**src/rtl/ysyx_22040729_ifu_if.sv**
```systemverilog
// Fetch-unit bus bundle: instruction-memory request/response, decoder handoff and
// execute redirect. The IFU takes the master side; memory/decoder/execute take slave.
interface ysyx_22040729_ifu_if #(
  parameter int INST_WIDTH = 32,
  parameter int ADDR_WIDTH = 64
);
  logic                  imem_req_valid;
  logic                  imem_req_ready;
  logic [ADDR_WIDTH-1:0] imem_req_addr;
  logic                  imem_rsp_valid;
  logic [INST_WIDTH-1:0] imem_rsp_data;
  logic                  inst_valid;
  logic                  inst_ready;
  logic [INST_WIDTH-1:0] inst_out;
  logic [ADDR_WIDTH-1:0] inst_pc;
  logic                  redirect_valid;
  logic [ADDR_WIDTH-1:0] redirect_pc;

  modport master (
    output imem_req_valid, imem_req_addr, inst_valid, inst_out, inst_pc,
    input  imem_req_ready, imem_rsp_valid, imem_rsp_data, inst_ready,
           redirect_valid, redirect_pc
  );

  modport slave (
    input  imem_req_valid, imem_req_addr, inst_valid, inst_out, inst_pc,
    output imem_req_ready, imem_rsp_valid, imem_rsp_data, inst_ready,
           redirect_valid, redirect_pc
  );
endinterface

```
**src/rtl/ysyx_22040729_ifu.sv**
```systemverilog
// Instruction fetch unit: one outstanding memory fetch at a time, hands each word
// and its PC to the decoder, and discards in-flight work on an execute redirect.
module ysyx_22040729_ifu #(
  parameter int                    INST_WIDTH = 32,
  parameter int                    ADDR_WIDTH = 64,
  parameter logic [ADDR_WIDTH-1:0] RESET_PC   = 64'h0000_0000_8000_0000
) (
  input logic                 clk,
  input logic                 rst,
  ysyx_22040729_ifu_if.master bus
);

  typedef enum logic [1:0] {
    S_REQ   = 2'd0,
    S_WAIT  = 2'd1,
    S_HOLD  = 2'd2,
    S_DRAIN = 2'd3
  } state_t;

  state_t                state;
  state_t                state_n;
  logic [ADDR_WIDTH-1:0] pc;
  logic [ADDR_WIDTH-1:0] pc_n;
  logic [ADDR_WIDTH-1:0] inst_pc_q;
  logic [ADDR_WIDTH-1:0] inst_pc_n;
  logic [INST_WIDTH-1:0] inst_out_q;
  logic [INST_WIDTH-1:0] inst_out_n;
  logic                  inst_valid_q;
  logic                  inst_valid_n;
  logic                  outstanding;

  always_ff @(posedge clk or posedge rst) begin
    if (rst) begin
      state        <= S_REQ;
      pc           <= RESET_PC;
      inst_pc_q    <= '0;
      inst_out_q   <= '0;
      inst_valid_q <= 1'b0;
    end else begin
      state        <= state_n;
      pc           <= pc_n;
      inst_pc_q    <= inst_pc_n;
      inst_out_q   <= inst_out_n;
      inst_valid_q <= inst_valid_n;
    end
  end

  always_comb begin
    state_n      = state;
    pc_n         = pc;
    inst_pc_n    = inst_pc_q;
    inst_out_n   = inst_out_q;
    inst_valid_n = inst_valid_q;
    // A response is still owed to us if it was just accepted or we are waiting on it.
    outstanding  = ((state == S_WAIT) && !bus.imem_rsp_valid) ||
                   ((state == S_REQ) && bus.imem_req_ready);

    if (bus.redirect_valid) begin
      pc_n         = bus.redirect_pc & ~ADDR_WIDTH'(3);
      inst_valid_n = 1'b0;
      state_n      = outstanding ? S_DRAIN : S_REQ;
    end else begin
      case (state)
        S_REQ: begin
          if (bus.imem_req_ready) state_n = S_WAIT;
        end
        S_WAIT: begin
          if (bus.imem_rsp_valid) begin
            inst_out_n   = bus.imem_rsp_data;
            inst_pc_n    = pc;
            inst_valid_n = 1'b1;
            pc_n         = pc + ADDR_WIDTH'(4);
            state_n      = S_HOLD;
          end
        end
        S_HOLD: begin
          if (bus.inst_ready) begin
            inst_valid_n = 1'b0;
            state_n      = S_REQ;
          end
        end
        S_DRAIN: begin
          if (bus.imem_rsp_valid) state_n = S_REQ;
        end
        default: state_n = S_REQ;
      endcase
    end
  end

  // Request strobe is purely a function of state so the decoder's ready cannot reach it.
  assign bus.imem_req_valid = (state == S_REQ) && !rst;
  assign bus.imem_req_addr  = pc;
  assign bus.inst_valid     = inst_valid_q;
  assign bus.inst_out       = inst_out_q;
  assign bus.inst_pc        = inst_pc_q;

endmodule

```
**src/flat_wrapper.sv**
```systemverilog
// flat-port wrapper written by rule: the top's interface ports become plain ports
module ysyx_22040729_ifu_flat 
#(
  parameter int                    INST_WIDTH = 32,
  parameter int                    ADDR_WIDTH = 64,
  parameter logic [ADDR_WIDTH-1:0] RESET_PC   = 64'h0000_0000_8000_0000
)
  (clk, rst, bus_imem_req_valid, bus_imem_req_addr, bus_inst_valid, bus_inst_out, bus_inst_pc, bus_imem_req_ready, bus_imem_rsp_valid, bus_imem_rsp_data, bus_inst_ready, bus_redirect_valid, bus_redirect_pc);
  ysyx_22040729_ifu_if #(.INST_WIDTH(INST_WIDTH), .ADDR_WIDTH(ADDR_WIDTH)) bus_i ();
  input logic clk;
  input logic rst;
  output wire logic [$bits(bus_i.imem_req_valid)-1:0] bus_imem_req_valid;
  output wire logic [$bits(bus_i.imem_req_addr)-1:0] bus_imem_req_addr;
  output wire logic [$bits(bus_i.inst_valid)-1:0] bus_inst_valid;
  output wire logic [$bits(bus_i.inst_out)-1:0] bus_inst_out;
  output wire logic [$bits(bus_i.inst_pc)-1:0] bus_inst_pc;
  input wire logic [$bits(bus_i.imem_req_ready)-1:0] bus_imem_req_ready;
  input wire logic [$bits(bus_i.imem_rsp_valid)-1:0] bus_imem_rsp_valid;
  input wire logic [$bits(bus_i.imem_rsp_data)-1:0] bus_imem_rsp_data;
  input wire logic [$bits(bus_i.inst_ready)-1:0] bus_inst_ready;
  input wire logic [$bits(bus_i.redirect_valid)-1:0] bus_redirect_valid;
  input wire logic [$bits(bus_i.redirect_pc)-1:0] bus_redirect_pc;
  assign bus_imem_req_valid = bus_i.imem_req_valid;
  assign bus_imem_req_addr = bus_i.imem_req_addr;
  assign bus_inst_valid = bus_i.inst_valid;
  assign bus_inst_out = bus_i.inst_out;
  assign bus_inst_pc = bus_i.inst_pc;
  assign bus_i.imem_req_ready = bus_imem_req_ready;
  assign bus_i.imem_rsp_valid = bus_imem_rsp_valid;
  assign bus_i.imem_rsp_data = bus_imem_rsp_data;
  assign bus_i.inst_ready = bus_inst_ready;
  assign bus_i.redirect_valid = bus_redirect_valid;
  assign bus_i.redirect_pc = bus_redirect_pc;
  ysyx_22040729_ifu #(.INST_WIDTH(INST_WIDTH), .ADDR_WIDTH(ADDR_WIDTH), .RESET_PC(RESET_PC)) u_core (.clk(clk), .rst(rst), .bus(bus_i));
endmodule
```
**config.mk**
```make
export PLATFORM = sky130hd
export DESIGN_NAME = ysyx_22040729_ifu_flat
export DESIGN_NICKNAME = d
export VERILOG_FILES = /design/src/rtl/ysyx_22040729_ifu_if.sv /design/src/rtl/ysyx_22040729_ifu.sv /design/src/flat_wrapper.sv
export SDC_FILE = /design/constraint.sdc
export NUM_CORES = 1
export LEC_CHECK = 0
export BUFFER_PORTS_ARGS = -buffer_cell sky130_fd_sc_hd__buf_2
export CAP_MARGIN = 20
export CORE_AREA = 4 4 159 115
export CTS_CLUSTER_SIZE = 12
export DETAILED_ROUTE_END_ITERATION = 8
export DIE_AREA = 0 0 163 119
export PLACE_DENSITY_LB_ADDON = 0.25
export RECOVER_POWER = 50
export SYNTH_ARGS = -nofsm -noshare
export SYNTH_HDL_FRONTEND = slang
export SYNTH_SLANG_ARGS = --single-unit
```
**constraint.sdc**
```tcl
create_clock -name clk -period 4.9 [get_ports clk]
set_input_delay 0.49 -clock clk [delete_from_list [all_inputs] [get_ports clk]]
set_output_delay 0.49 -clock clk [all_outputs]
set_load 0.005 [all_outputs]
```
; Yosys cells after proc, flatten, opt, wreduce, memory -nomap -nowiden
; Cells that the tools add are included.
[totals]
regBits = 163
romBits = 0
latchBits = 0
in_bits = 102
ram_bits = 0
n_memories = 0
[classes]
n_reduce_logical = 14
n_shift = 0
magnitude_cmp = 0
add_sub_neg = 1
div_mod_pow = 0
mul = 0
n_mux = 14
eq_ne = 7
n_bitwise = 1
[op_table]
columns = operator, count
row1 = 64-bit 2-to-1 mux, 3
row2 = 64-bit by 3-bit adder with 64-bit output (second input constant), 1
row3 = 2-bit 2-to-1 mux, 6
row4 = 3-bit != test (second input constant), 4
row5 = 2-bit one-hot mux with 4 select lines, 1
row6 = 3-bit AND reduction, 2
row7 = 2-bit == test (second input constant), 2
row8 = 4-bit AND reduction, 1
row9 = 2-bit nonzero test, 2
row10 = 1-bit logical AND, 3
row11 = 1-bit 2-to-1 mux, 3
row12 = 3-bit nonzero test, 1
row13 = 2-bit by 1-bit == test with 1-bit output (second input constant), 1
row14 = 1-bit zero test, 2
row15 = 2-bit zero test, 1
row16 = 1-bit one-hot mux with 2 select lines, 1
row17 = 2-bit AND reduction, 1
row18 = 1-bit logical OR, 1
row19 = 1-bit inverter, 1

; Logic depth before layout (Yosys ltp)
; Gate-level depths: netlist of run 1.
[depth]
depth_word = 5
ltp_mapped = 7
depth_no_buf = 6

; Least setup slack after synthesis of run 1
; Ideal clock, no wire load.
[synth_path]
path_kind = register to register
from = reg u_core.state[1]
to = reg u_core.pc[39], in the netlist u_core.bus.imem_req_addr[39]
path_stages_with_launch = 8
required_ns = 4.836
setup_ns = 0.064
t_arrival_ns = 2.103
synth_period_minus_slack_ns = 2.168
path_buffers = 2
path_slack_ns = 2.732
cell_sequence = dfrtp_1 -> buf_6 -> nand4b_4 -> or4_1 -> buf_2 -> or4_4 -> nor4_2 -> a211o_1
[synth_between]
elab_chain_cells = 3
[synth_rtl]
columns = item, line
row1 = start: declaration, ysyx_22040729_ifu.sv:20  ; state_t state;
row2 = start signal: assignment, ysyx_22040729_ifu.sv:40  ; state <= state_n;
row3 = 2-bit by 1-bit == test with 1-bit output, ysyx_22040729_ifu.sv:63  ; case (state)
row4 = 2-bit nonzero test (no source line), -
row5 = 2-bit AND reduction (no source line), -
row6 = end signal: assignment, ysyx_22040729_ifu.sv:41  ; pc <= pc_n;
row7 = end: declaration, ysyx_22040729_ifu.sv:22  ; logic [ADDR_WIDTH-1:0] pc;
; No other way between the ends.
; A chain may end at the register's enable or synchronous reset.

==> flow_summary.json, run 1 <==
{
  "violations": "capacitance limit, slew limit",
  "io_buffers": 257,
  "clkSlewWorstSetupHoldPaths_ns": 0.07,
  "p_sw_uw": 1360,
  "wl_per_cell_um": 17.6,
  "yosys.cell_types.count": 42,
  "design.core.area_um2": 16800,
  "grt_setup_unrepaired": "false",
  "synth_commonest_cells": "158 x sky130_fd_sc_hd__dfrtp_1, 96 x sky130_fd_sc_hd__mux2_2, 74 x sky130_fd_sc_hd__nand2_1",
  "number_of_slew_limit_violations_in_the_final_report": 127,
  "maxCapViolations": 2,
  "numCtsBuffers": 17,
  "grt_start_max_net_pins": 73,
  "final_design_area_no_fill_um2": 9390,
  "routed_via_density": 5.23,
  "worst_setup_path_end_kind": "async pin",
  "max_slew.worst_pin.slew_ns": 3.11,
  "first_global_vias": 5882,
  "combinational_share_of_power_pct": 25.5,
  "cts_tree": "built",
  "num-nets-final": 1012,
  "floorplan.initialDensity_pct": 43.9,
  "clock_skew_ns": 0.0202,
  "crit_path_start_kind": "input pin",
  "library_cell_with_the_highest_instance_count_after_synthesis": "sky130_fd_sc_hd__dfrtp_1",
  "post_cts_buffers": 0,
  "grt-ovfl-total": 0,
  "hpwlAfterDp_um": 14800,
  "synth_area_leaders": "sky130_fd_sc_hd__dfrtp_1 54%, sky130_fd_sc_hd__mux2_2 15%, sky130_fd_sc_hd__nand2_1 3.8%, sky130_fd_sc_hd__o21ai_0 3.6%, sky130_fd_sc_hd__xor2_1 3.3%",
  "fin_util_pct": 55.9,
  "power_frac_seq_pct": 45.9,
  "crit_required_ns": 5.28,
  "layout_worst_path_cycle_share_pct": 62.8,
  "synth-main-ff-cell": "sky130_fd_sc_hd__dfrtp_1",
  "num_io_pins": 264,
  "worst_hold_slack_ns": 0.270,
  "syn_area_um2": 7390,
  "cts_max_path_buffers": 2,
  "track_usage_pct": 20.9,
  "max_stage_delay_ns": 1.75,
  "relSlewSlack_pct": -109,
  "die_width_um": 163,
  "globalplace.congestion": 0.754,
  "finalHoldViolations": 0,
  "syn2layout_area_growth_pct": 27.1,
  "final_routed_wirelength_across_all_metal_layers_um": 20400,
  "detailroute.via_count": 6030,
  "cp_data_arrival_time_ns": 3.46,
  "cts-root-buf": "sky130_fd_sc_hd__clkbuf_16",
  "fp.dieArea_um2": 19400,
  "num_rows": 40,
  "antenna_violating_nets_post_route": 0,
  "hold_buffers": 0,
  "critical_path.n_buffers_inverters": 3,
  "critical_path.cell_chain": "clkbuf_1 -> clkinvlp_2 -> clkbuf_2",
  "number_of_flops_mapped_to_enable_cells_by_yosys": 0,
  "met1_grt_util_pct": 29.7,
  "setup_tns_final_ns": 0,
  "global_route.usage.met2_pct": 30.4,
  "ys_async_sr_fraction_pct": 100,
  "syn-mean-instance-area_um2": 11.2,
  "postSynthCellCount": 657,
  "synth_top_cell_by_area": "sky130_fd_sc_hd__dfrtp_1",
  "detail_route.drc_violations": 0,
  "htree_num_levels": 4,
  "crit_family": "buffers and inverters",
  "yosys_register_bits": 159,
  "grt_util_met3_pct": 8.41,
  "power.switching_fraction_pct": 30.4,
  "setup-violations-final": 0,
  "clkLatencyLatePin_ns": 0.43,
  "p_int_uw": 3110,
  "crit_slowest_cell": "sky130_fd_sc_hd__clkinvlp_2",
  "die_y_um": 119,
  "grt_antenna_before_repair": 2,
  "period_minus_slack_ns": 3.08,
  "holdCritPathClass": "input pin to flop",
  "grt_pass1_wl_um": 32100,
  "clock_sink_count": 159,
  "globalRoute.busiestLayer": "met2",
  "power.share.clock_pct": 28.6,
  "status": "finished, violations left",
  "path_class": "input pin to async pin",
  "drt_first_iter_violations": 349,
  "vdd_drop_max_mv": 0.240,
  "synth_warnings": 0,
  "drtPass1Iterations": 4,
  "proportion_of_synthesized_chip_area_in_sequential_cells_pct": 53.9,
  "postPlaceCellArea_um2": 8910,
  "cts_repair_resizes": 0,
  "layout-drive-gt1-share_pct": 38.2,
  "leakage_uw": 0.00415,
  "netlist.area_leader.share_pct": 53.5,
  "power_per_cell_area_nw_per_um2": 475,
  "achievable-frequency_mhz": 325,
  "critical_path_peak_fanout": 70,
  "fill_cells": 1549
}
## through the flow
| step | std cells | worst slack (ns) | total power (uW) |
|---|---|---|---|
| 2_1_floorplan | 660 | 0.120 | 2650 |
| 3_3_place_gp | 1121 | 2.20 | 3230 |
| 3_5_place_dp | 1121 | 2.17 | 3280 |
| 4_1_cts | 1153 | 2.17 | 4560 |
| 5_1_grt | 1153 | 1.19 | 4730 |
| 6_report | 1154 | 1.82 | 4460 |
## registers in the layout, indices dropped and copies added, names as in the netlist
| register | flops |
|---|---|
| u_core.bus.inst_valid | 1 |
| u_core.bus.inst_out | 32 |
| u_core.state | 2 |
| u_core.bus.imem_req_addr | 62 |
| u_core.bus.inst_pc | 62 |
## cell families after synthesis
kind of cell	share of synthesized area, %
AO/OA/AOI/OAI	6.67
XOR/XNOR	4.86
adder cells (fa/ha/maj)	0.169
buffers and inverters	2.83
flip-flops	53.9
multiplexers	14.9
other	0.0508
AND/OR/NAND/NOR	16.6
## placed cells by master (no fill, tap or decap), types with 6 or more instances in the layout
cell type	synthesis	layout
sky130_fd_sc_hd__a31oi_1	16	16
sky130_fd_sc_hd__buf_2	5	202
sky130_fd_sc_hd__buf_4	5	6
sky130_fd_sc_hd__clkbuf_1	24	57
sky130_fd_sc_hd__clkbuf_16	0	17
sky130_fd_sc_hd__dfrtp_1	158	158
sky130_fd_sc_hd__inv_1	8	7
sky130_fd_sc_hd__mux2_2	96	96
sky130_fd_sc_hd__nand2_1	74	74
sky130_fd_sc_hd__nand3_1	25	25
sky130_fd_sc_hd__nand4_1	31	31
sky130_fd_sc_hd__nor2_1	26	25
sky130_fd_sc_hd__nor3_1	14	14
sky130_fd_sc_hd__o21ai_0	53	53
sky130_fd_sc_hd__or3_1	12	12
sky130_fd_sc_hd__or4_1	10	10
sky130_fd_sc_hd__xnor2_1	13	13
sky130_fd_sc_hd__xor2_1	28	28
## final timing paths
| path | endpoint | slack, ns | start | depth (start not counted) |
|---|---|---|---|---|
| setup / recovery | u_core.bus.imem_req_addr[50]$_DFFE_PP0N_ | 1.82 | rst | 3 |
| hold / removal | u_core.bus.imem_req_addr[23]$_DFFE_PP0N_ | 0.27 | bus_redirect_pc[23] | 3 |
| setup reg to reg | u_core.bus.imem_req_addr[58]$_DFFE_PP0N_ | 2.17 | u_core.bus.imem_req_addr[11]$_DFFE_PP0N_ | 6 |
| hold reg to reg | u_core.bus.inst_out[29]$_DFFE_PP0P_ | 0.50 | u_core.bus.inst_out[29]$_DFFE_PP0P_ | 1 |
| max in group clk | u_core.bus.imem_req_addr[47]$_DFFE_PP0N_ | 1.93 | bus_redirect_valid | 6 |
| min in group asynchronous | u_core.bus.inst_pc[11]$_DFFE_PP0P_ | 0.97 | rst | 2 |
## worst min-delay path: stages
cell and delay (ns):
sky130_fd_sc_hd__buf_2 0.08, sky130_fd_sc_hd__nand2_1 0.04, sky130_fd_sc_hd__o21ai_0 0.05
## final cells by class
| class | instances | area, um^2 | share of cell area [%] |
|---|---|---|---|
| multi-input cells | 456 | 3230 | 34.4 |
| repair buffers | 266 | 1290 | 13.7 |
| clock buffers | 18 | 429 | 4.57 |
| flip-flops and latches | 159 | 3980 | 42.4 |
| well taps | 231 | 289 | 3.08 |
| inverters | 9 | 35.0 | 0.373 |
| diodes | 1 | 2.50 | 0.0266 |
| clock inverters | 14 | 133 | 1.41 |
## power by group through the flow
stage | clock network [uW] | logic [uW] | registers, uW
2_1_floorplan | 0 | 591 | 2060
3_3_place_gp | 0 | 1200 | 2030
3_5_place_dp | 0 | 1220 | 2060
4_1_cts | 1300 | 1220 | 2040
5_1_grt | 1360 | 1260 | 2110
6_report | 1280 | 1140 | 2050
## layer usage
layer,wire length (um),part of all wire (%),vias up
li1,-,-,2892
met4,195,0.96,4
met3,1800,8.9,20
met2,8850,43,212
met5,21,0.10,-
met1,9480,47,2902
Power figures use the tool's default switching activity.
==> run 2, diff against run 1 <==
==> constraint.sdc (replaced) <==
create_clock -name clk -period 2.7 [get_ports clk]
set_input_delay 0.27 -clock clk [delete_from_list [all_inputs] [get_ports clk]]
set_output_delay 0.27 -clock clk [all_outputs]
set_load 0.005 [all_outputs]
==> flow_summary.json, run 2 (synthesis results as in run 1) <==
{
  "crit_path_start_kind": "flop",
  "max_stage_delay_ns": 0.67,
  "routed_via_density": 5.17,
  "cts_tree": "built",
  "numCtsBuffers": 17,
  "layout-drive-gt1-share_pct": 40.9,
  "grt_antenna_before_repair": 3,
  "detail_route.drc_violations": 0,
  "io_buffers": 257,
  "p_int_uw": 5700,
  "setup-violations-final": 0,
  "setup_tns_final_ns": 0,
  "clock_sink_count": 159,
  "critical_path_peak_fanout": 6,
  "clkLatencyLatePin_ns": 0.43,
  "r2r_cells": 5,
  "floorplan.initialDensity_pct": 43.9,
  "power_frac_seq_pct": 45.3,
  "grt_start_max_net_pins": 89,
  "relSlewSlack_pct": -33.1,
  "fp.dieArea_um2": 19400,
  "power_per_cell_area_nw_per_um2": 854,
  "area.sequential_um2": 3980,
  "multiInputGateArea_um2": 3230,
  "clkSlewWorstSetupHoldPaths_ns": 0.07,
  "htree_num_levels": 4,
  "total_power_uw": 8170,
  "layout_common_cells": "219 x sky130_fd_sc_hd__buf_2, 158 x sky130_fd_sc_hd__dfrtp_1, 96 x sky130_fd_sc_hd__mux2_2",
  "final_routed_wirelength_across_all_metal_layers_um": 20600,
  "grt_pass1_wl_um": 32900,
  "die_width_um": 163,
  "num_io_pins": 264,
  "cts_repair_resizes": 0,
  "worst_hold_path.endpoint": "u_core.bus.imem_req_addr[24]$_DFFE_PP0N_",
  "holdCritStartpoint": "bus_redirect_pc[24]",
  "antenna_violating_nets_post_route": 0,
  "leakage_uw": 0.00427,
  "holdCritPathClass": "input pin to flop",
  "number_of_slew_limit_violations_in_the_final_report": 54,
  "syn2layout_area_growth_pct": 29.4,
  "vdd_drop_max_mv": 0.622,
  "design.core.area_um2": 16800,
  "crit_slowest_cell": "sky130_fd_sc_hd__or4_1",
  "critical_path.cell_chain": "nand4_1 -> or4_1 -> or4_4 -> nor4_2 -> a211o_1",
  "fill_cells": 1532,
  "track_usage_pct": 21.4,
  "r2r_end": "u_core.bus.imem_req_addr[39]$_DFFE_PP0N_",
  "violations": "capacitance limit, slew limit",
  "path_class": "flop to flop",
  "num_rows": 40,
  "grt_setup_unrepaired": "false",
  "wl_per_cell_um": 17.7,
  "finalHoldViolations": 0,
  "achievable-frequency_mhz": 422,
  "cp_data_arrival_time_ns": 2.73,
  "status": "finished, violations left",
  "first_global_vias": 5942,
  "detailroute.via_count": 6040,
  "diodes": 0,
  "drt_first_iter_violations": 409,
  "hold_depth": 3,
  "max_slew.worst_pin.slew_ns": 2.00,
  "most_common_cell_after_layout_fill_and_taps_aside": "sky130_fd_sc_hd__buf_2",
  "cts_max_path_buffers": 2,
  "r2r_start": "u_core.bus.imem_req_addr[11]$_DFFE_PP0N_",
  "maxCapViolations": 1,
  "crit_required_ns": 3.06,
  "die_y_um": 119,
  "drtPass1Iterations": 5,
  "hpwlAfterDp_um": 15100,
  "combinational_share_of_power_pct": 25.9,
  "clock_skew_ns": 0.0141,
  "layout_worst_path_cycle_share_pct": 87.8,
  "power.share.clock_pct": 28.8,
  "cts-root-buf": "sky130_fd_sc_hd__clkbuf_16",
  "reg2reg_slack_ns": 0.33,
  "globalplace.congestion": 0.786,
  "grt-ovfl-total": 0,
  "worst_setup_path_end_kind": "flop",
  "p_sw_uw": 2470,
  "power.switching_fraction_pct": 30.3,
  "num-nets-final": 1028,
  "period_minus_slack_ns": 2.37
}
==> run 2: changes by cell type in the layout (fill, tap and decap cells not counted), moves of 2 or more <==
cell	previous run	this run
sky130_fd_sc_hd__buf_12	1	3
sky130_fd_sc_hd__buf_2	202	219
sky130_fd_sc_hd__buf_4	6	17
sky130_fd_sc_hd__clkbuf_1	57	40
sky130_fd_sc_hd__clkinv_2	3	1
sky130_fd_sc_hd__clkinv_4	3	1
sky130_fd_sc_hd__clkinvlp_4	2	5
==> run 2: cell type report <==
| type | count | share of cell area [%] |
|---|---|---|
| flip-flops and latches | 159 | 41.6 |
| multi-input cells | 456 | 33.8 |
| repair buffers | 282 | 15.2 |
| clock buffers | 18 | 4.59 |
| well taps | 231 | 3.02 |
| clock inverters | 13 | 1.36 |
| inverters | 9 | 0.366 |
==> run 2: how the worst max path moves through the flow <==
| stage | from | end | slack [ns] |
|---|---|---|---|
| after floorplan | rst | u_core.bus.imem_req_addr[10]$_DFFE_PP0N_ | 0.42 |
| after CTS | u_core.bus.imem_req_addr[11]$_DFFE_PP0N_ | u_core.bus.imem_req_addr[39]$_DFFE_PP0N_ | 0.31 |
| after detailed placement | u_core.bus.imem_req_addr[11]$_DFFE_PP0N_ | u_core.bus.imem_req_addr[39]$_DFFE_PP0N_ | 0.34 |
| final | u_core.bus.imem_req_addr[11]$_DFFE_PP0N_ | u_core.bus.imem_req_addr[39]$_DFFE_PP0N_ | 0.33 |
| after global placement | u_core.bus.imem_req_addr[11]$_DFFE_PP0N_ | u_core.bus.imem_req_addr[39]$_DFFE_PP0N_ | 0.39 |
| after global routing | u_core.bus.imem_req_addr[2]$_DFFE_PP0N_ | u_core.bus.imem_req_addr[62]$_DFFE_PP0N_ | 0.16 |
==> run 2: repair_timing <==
item,4_1_cts,5_1_grt
setup endpoints to repair,0,0
endpoints found under the hold margin,27,0
hold buffers,1,0
buffers inserted,0,0
==> run 2: critical path, delay by kind of cell, from the launching register on <==
kind             cells  cell delay, ns
AND/OR/NAND/NOR      4            1.72
AO/OA/AOI/OAI        1            0.13
flip-flops           1            0.45
==> run 2: metrics by stage <==
| step | cell area [um^2] | hold WS, ns | utilization (%) | cells | setup WS (ns) |
|---|---|---|---|---|---|
| global placement | 9070 | 0.191 | 53.9 | 1136 | 0.386 |
| global route | 9560 | 0.0478 | 56.9 | 1168 | 0.159 |
| CTS | 9650 | 0.0355 | 57.4 | 1168 | 0.313 |
| finish | 9560 | 0.0483 | 56.9 | 1168 | 0.331 |
| floorplan | 7400 | 0.384 | - | 660 | 0.416 |
| detailed placement | 9070 | 0.192 | 53.9 | 1136 | 0.339 |
==> run 2: per-layer routing <==
metal | global-route usage, % | share of wire [%] | up-vias
met5 | 0 | 0.16 | -
met2 | 30.8 | 43 | 213
met3 | 7.89 | 9.4 | 10
li1 | - | - | 2914
met4 | 4.35 | 0.37 | 6
met1 | 31.2 | 47 | 2897
==> run 2: power by group through the flow <==
stage | combinational [uW] | clock (uW) | sequential, uW
finish | 2120 | 2350 | 3700
global route | 2330 | 2510 | 3820
CTS | 2240 | 2400 | 3700
detailed placement | 2240 | 0 | 3730
global placement | 2190 | 0 | 3690
floorplan | 1070 | 0 | 3740
==> run 3, diff against run 2 <==
--- a/config.mk
+++ b/config.mk
@@ -7,10 +7,9 @@
 export LEC_CHECK = 0
 export BUFFER_PORTS_ARGS = -buffer_cell sky130_fd_sc_hd__buf_2
 export CAP_MARGIN = 20
-export CORE_AREA = 4 4 159 115
-export CTS_CLUSTER_SIZE = 12
+export CORE_AREA = 4 4 145 105
 export DETAILED_ROUTE_END_ITERATION = 8
-export DIE_AREA = 0 0 163 119
+export DIE_AREA = 0 0 149 109
 export PLACE_DENSITY_LB_ADDON = 0.25
 export RECOVER_POWER = 50
 export SYNTH_ARGS = -nofsm -noshare
==> constraint.sdc (replaced) <==
create_clock -name clk -period 2.8 [get_ports clk]
set_input_delay 0.28 -clock clk [delete_from_list [all_inputs] [get_ports clk]]
set_output_delay 0.28 -clock clk [all_outputs]
set_load 0.005 [all_outputs]
==> flow_summary.json, run 3 (synthesis results as in run 1) <==
{
  "clock_skew_ns": 0.00661,
  "clkSlewWorstSetupHoldPaths_ns": 0.06,
  "floorplan.initialDensity_pct": 53.6,
  "grt_setup_unrepaired": "false",
  "vdd_drop_max_mv": 0.547,
  "detail_route.drc_violations": 0,
  "layout_worst_path_cycle_share_pct": 87.4,
  "setup-violations-final": 0,
  "crit_required_ns": 3.17,
  "layout-drive-gt1-share_pct": 34.9,
  "die_y_um": 109,
  "setup_tns_final_ns": 0,
  "worst_setup_path_end_kind": "flop",
  "wl_per_cell_um": 18.4,
  "final_design_area_no_fill_um2": 9430,
  "globalplace.congestion": 0.796,
  "period_minus_slack_ns": 2.45,
  "track_usage_pct": 25.2,
  "cts-root-buf": "sky130_fd_sc_hd__clkbuf_16",
  "die_width_um": 149,
  "routed_via_density": 5.54,
  "htree_num_levels": 4,
  "pre_cts_slack_ns": 0.381,
  "cts_repair_resizes": 0,
  "max_slew.worst_pin.slew_ns": 1.16,
  "number_of_slew_limit_violations_in_the_final_report": 0,
  "syn2layout_area_growth_pct": 27.6,
  "relSlewSlack_pct": 22.2,
  "reg2reg_slack_ns": 0.35,
  "achievable-frequency_mhz": 409,
  "detailroute.via_count": 6198,
  "hpwlAfterDp_um": 14800,
  "cts_tree": "built",
  "postPlaceCellArea_um2": 8930,
  "numCtsBuffers": 17,
  "io_buffers": 257,
  "grt_start_max_net_pins": 90,
  "crit_path_start_kind": "flop",
  "power_per_cell_area_nw_per_um2": 845,
  "diodes": 0,
  "leakage_uw": 0.00412,
  "grt_pass1_wl_um": 32000,
  "num_io_pins": 264,
  "critical_path_peak_fanout": 6,
  "most_common_cell_after_layout_fill_and_taps_aside": "sky130_fd_sc_hd__buf_2",
  "path_class": "flop to flop",
  "fp.dieArea_um2": 16200,
  "cp_data_arrival_time_ns": 2.81,
  "cts_max_path_buffers": 2,
  "final_routed_wirelength_across_all_metal_layers_um": 20600,
  "layout_common_cells": "168 x sky130_fd_sc_hd__buf_2, 158 x sky130_fd_sc_hd__dfrtp_1, 96 x sky130_fd_sc_hd__mux2_2",
  "first_global_vias": 6014,
  "fin_worst_setup_slack_ns": 0.353,
  "design.core.area_um2": 13800,
  "status": "completed",
  "drt_first_iter_violations": 393,
  "maxCapViolations": 0,
  "grt_antenna_before_repair": 1,
  "clock_sink_count": 159,
  "num_rows": 36,
  "grt-ovfl-total": 0,
  "finalHoldViolations": 0,
  "num-nets-final": 1020,
  "clkLatencyLatePin_ns": 0.42,
  "antenna_violating_nets_post_route": 0,
  "holdCritPathClass": "input pin to flop",
  "drtPass1Iterations": 5
}
[run 3: layer usage]
metal	vias to the layer above	GRT usage (%)	share of wire [%]
met4	2	5.16	0.68
met2	245	39.1	46
li1	2893	-	-
met3	14	8.77	9.0
met5	-	0	0.034
met1	3044	34.7	44
[run 3: worst paths after layout]
path / start / endpoint / depth (start not counted)
max in group asynchronous: rst / u_core.bus.imem_req_addr[31]$_DFFE_PP1N_ / 4
worst max register to register: u_core.bus.imem_req_addr[5]$_DFFE_PP0N_ / u_core.bus.imem_req_addr[39]$_DFFE_PP0N_ / 5
worst min-delay path: bus_redirect_pc[23] / u_core.bus.imem_req_addr[23]$_DFFE_PP0N_ / 3
worst max-delay path: u_core.bus.imem_req_addr[5]$_DFFE_PP0N_ / u_core.bus.imem_req_addr[39]$_DFFE_PP0N_ / 5
worst min register to register: u_core.bus.inst_pc[51]$_DFFE_PP0P_ / u_core.bus.inst_pc[51]$_DFFE_PP0P_ / 1
min in group asynchronous: rst / u_core.bus.inst_pc[61]$_DFFE_PP0P_ / 3
[run 3: repair_timing]
action,CTS,global route
endpoints found under the hold margin,23,0
hold buffers,1,0
setup buffers,0,0
[run 3: worst max-delay path: stages (launching register included)]
cell	delay, ns
sky130_fd_sc_hd__dfrtp_1	0.44
sky130_fd_sc_hd__nand4_1	0.26
sky130_fd_sc_hd__or4_1	0.73
sky130_fd_sc_hd__or4_4	0.60
sky130_fd_sc_hd__nor4_2	0.22
sky130_fd_sc_hd__a211o_1	0.13
[run 3: power breakdown]
group          switching (uW)  internal (uW)
Clock                     931           1440
Sequential                521           3070
Combinational             882           1120
Total                    2330           5640
[run 3: final cells by class]
type	count	area, um^2
Clock buffer	21	460
Clock inverter	10	138
Fill cell	1132	4360
Inverter	9	35.0
Multi-Input combinational cell	456	3230
Sequential cell	159	3980
Tap cell	190	238
Timing Repair Buffer	274	1340
[run 3: stage by stage]
stage | instances | utilization [%] | hold slack (ns) | total power [uW]
final | 1119 | 68.4 | 0.0622 | 7970
after global routing | 1119 | 68.4 | 0.0500 | 8420
after CTS | 1119 | 69.2 | 0.0494 | 8140
after detailed placement | 1087 | 64.8 | 0.384 | 5760
after global placement | 1087 | 64.8 | 0.380 | 5650
after floorplan | 660 | - | 0.394 | 4640
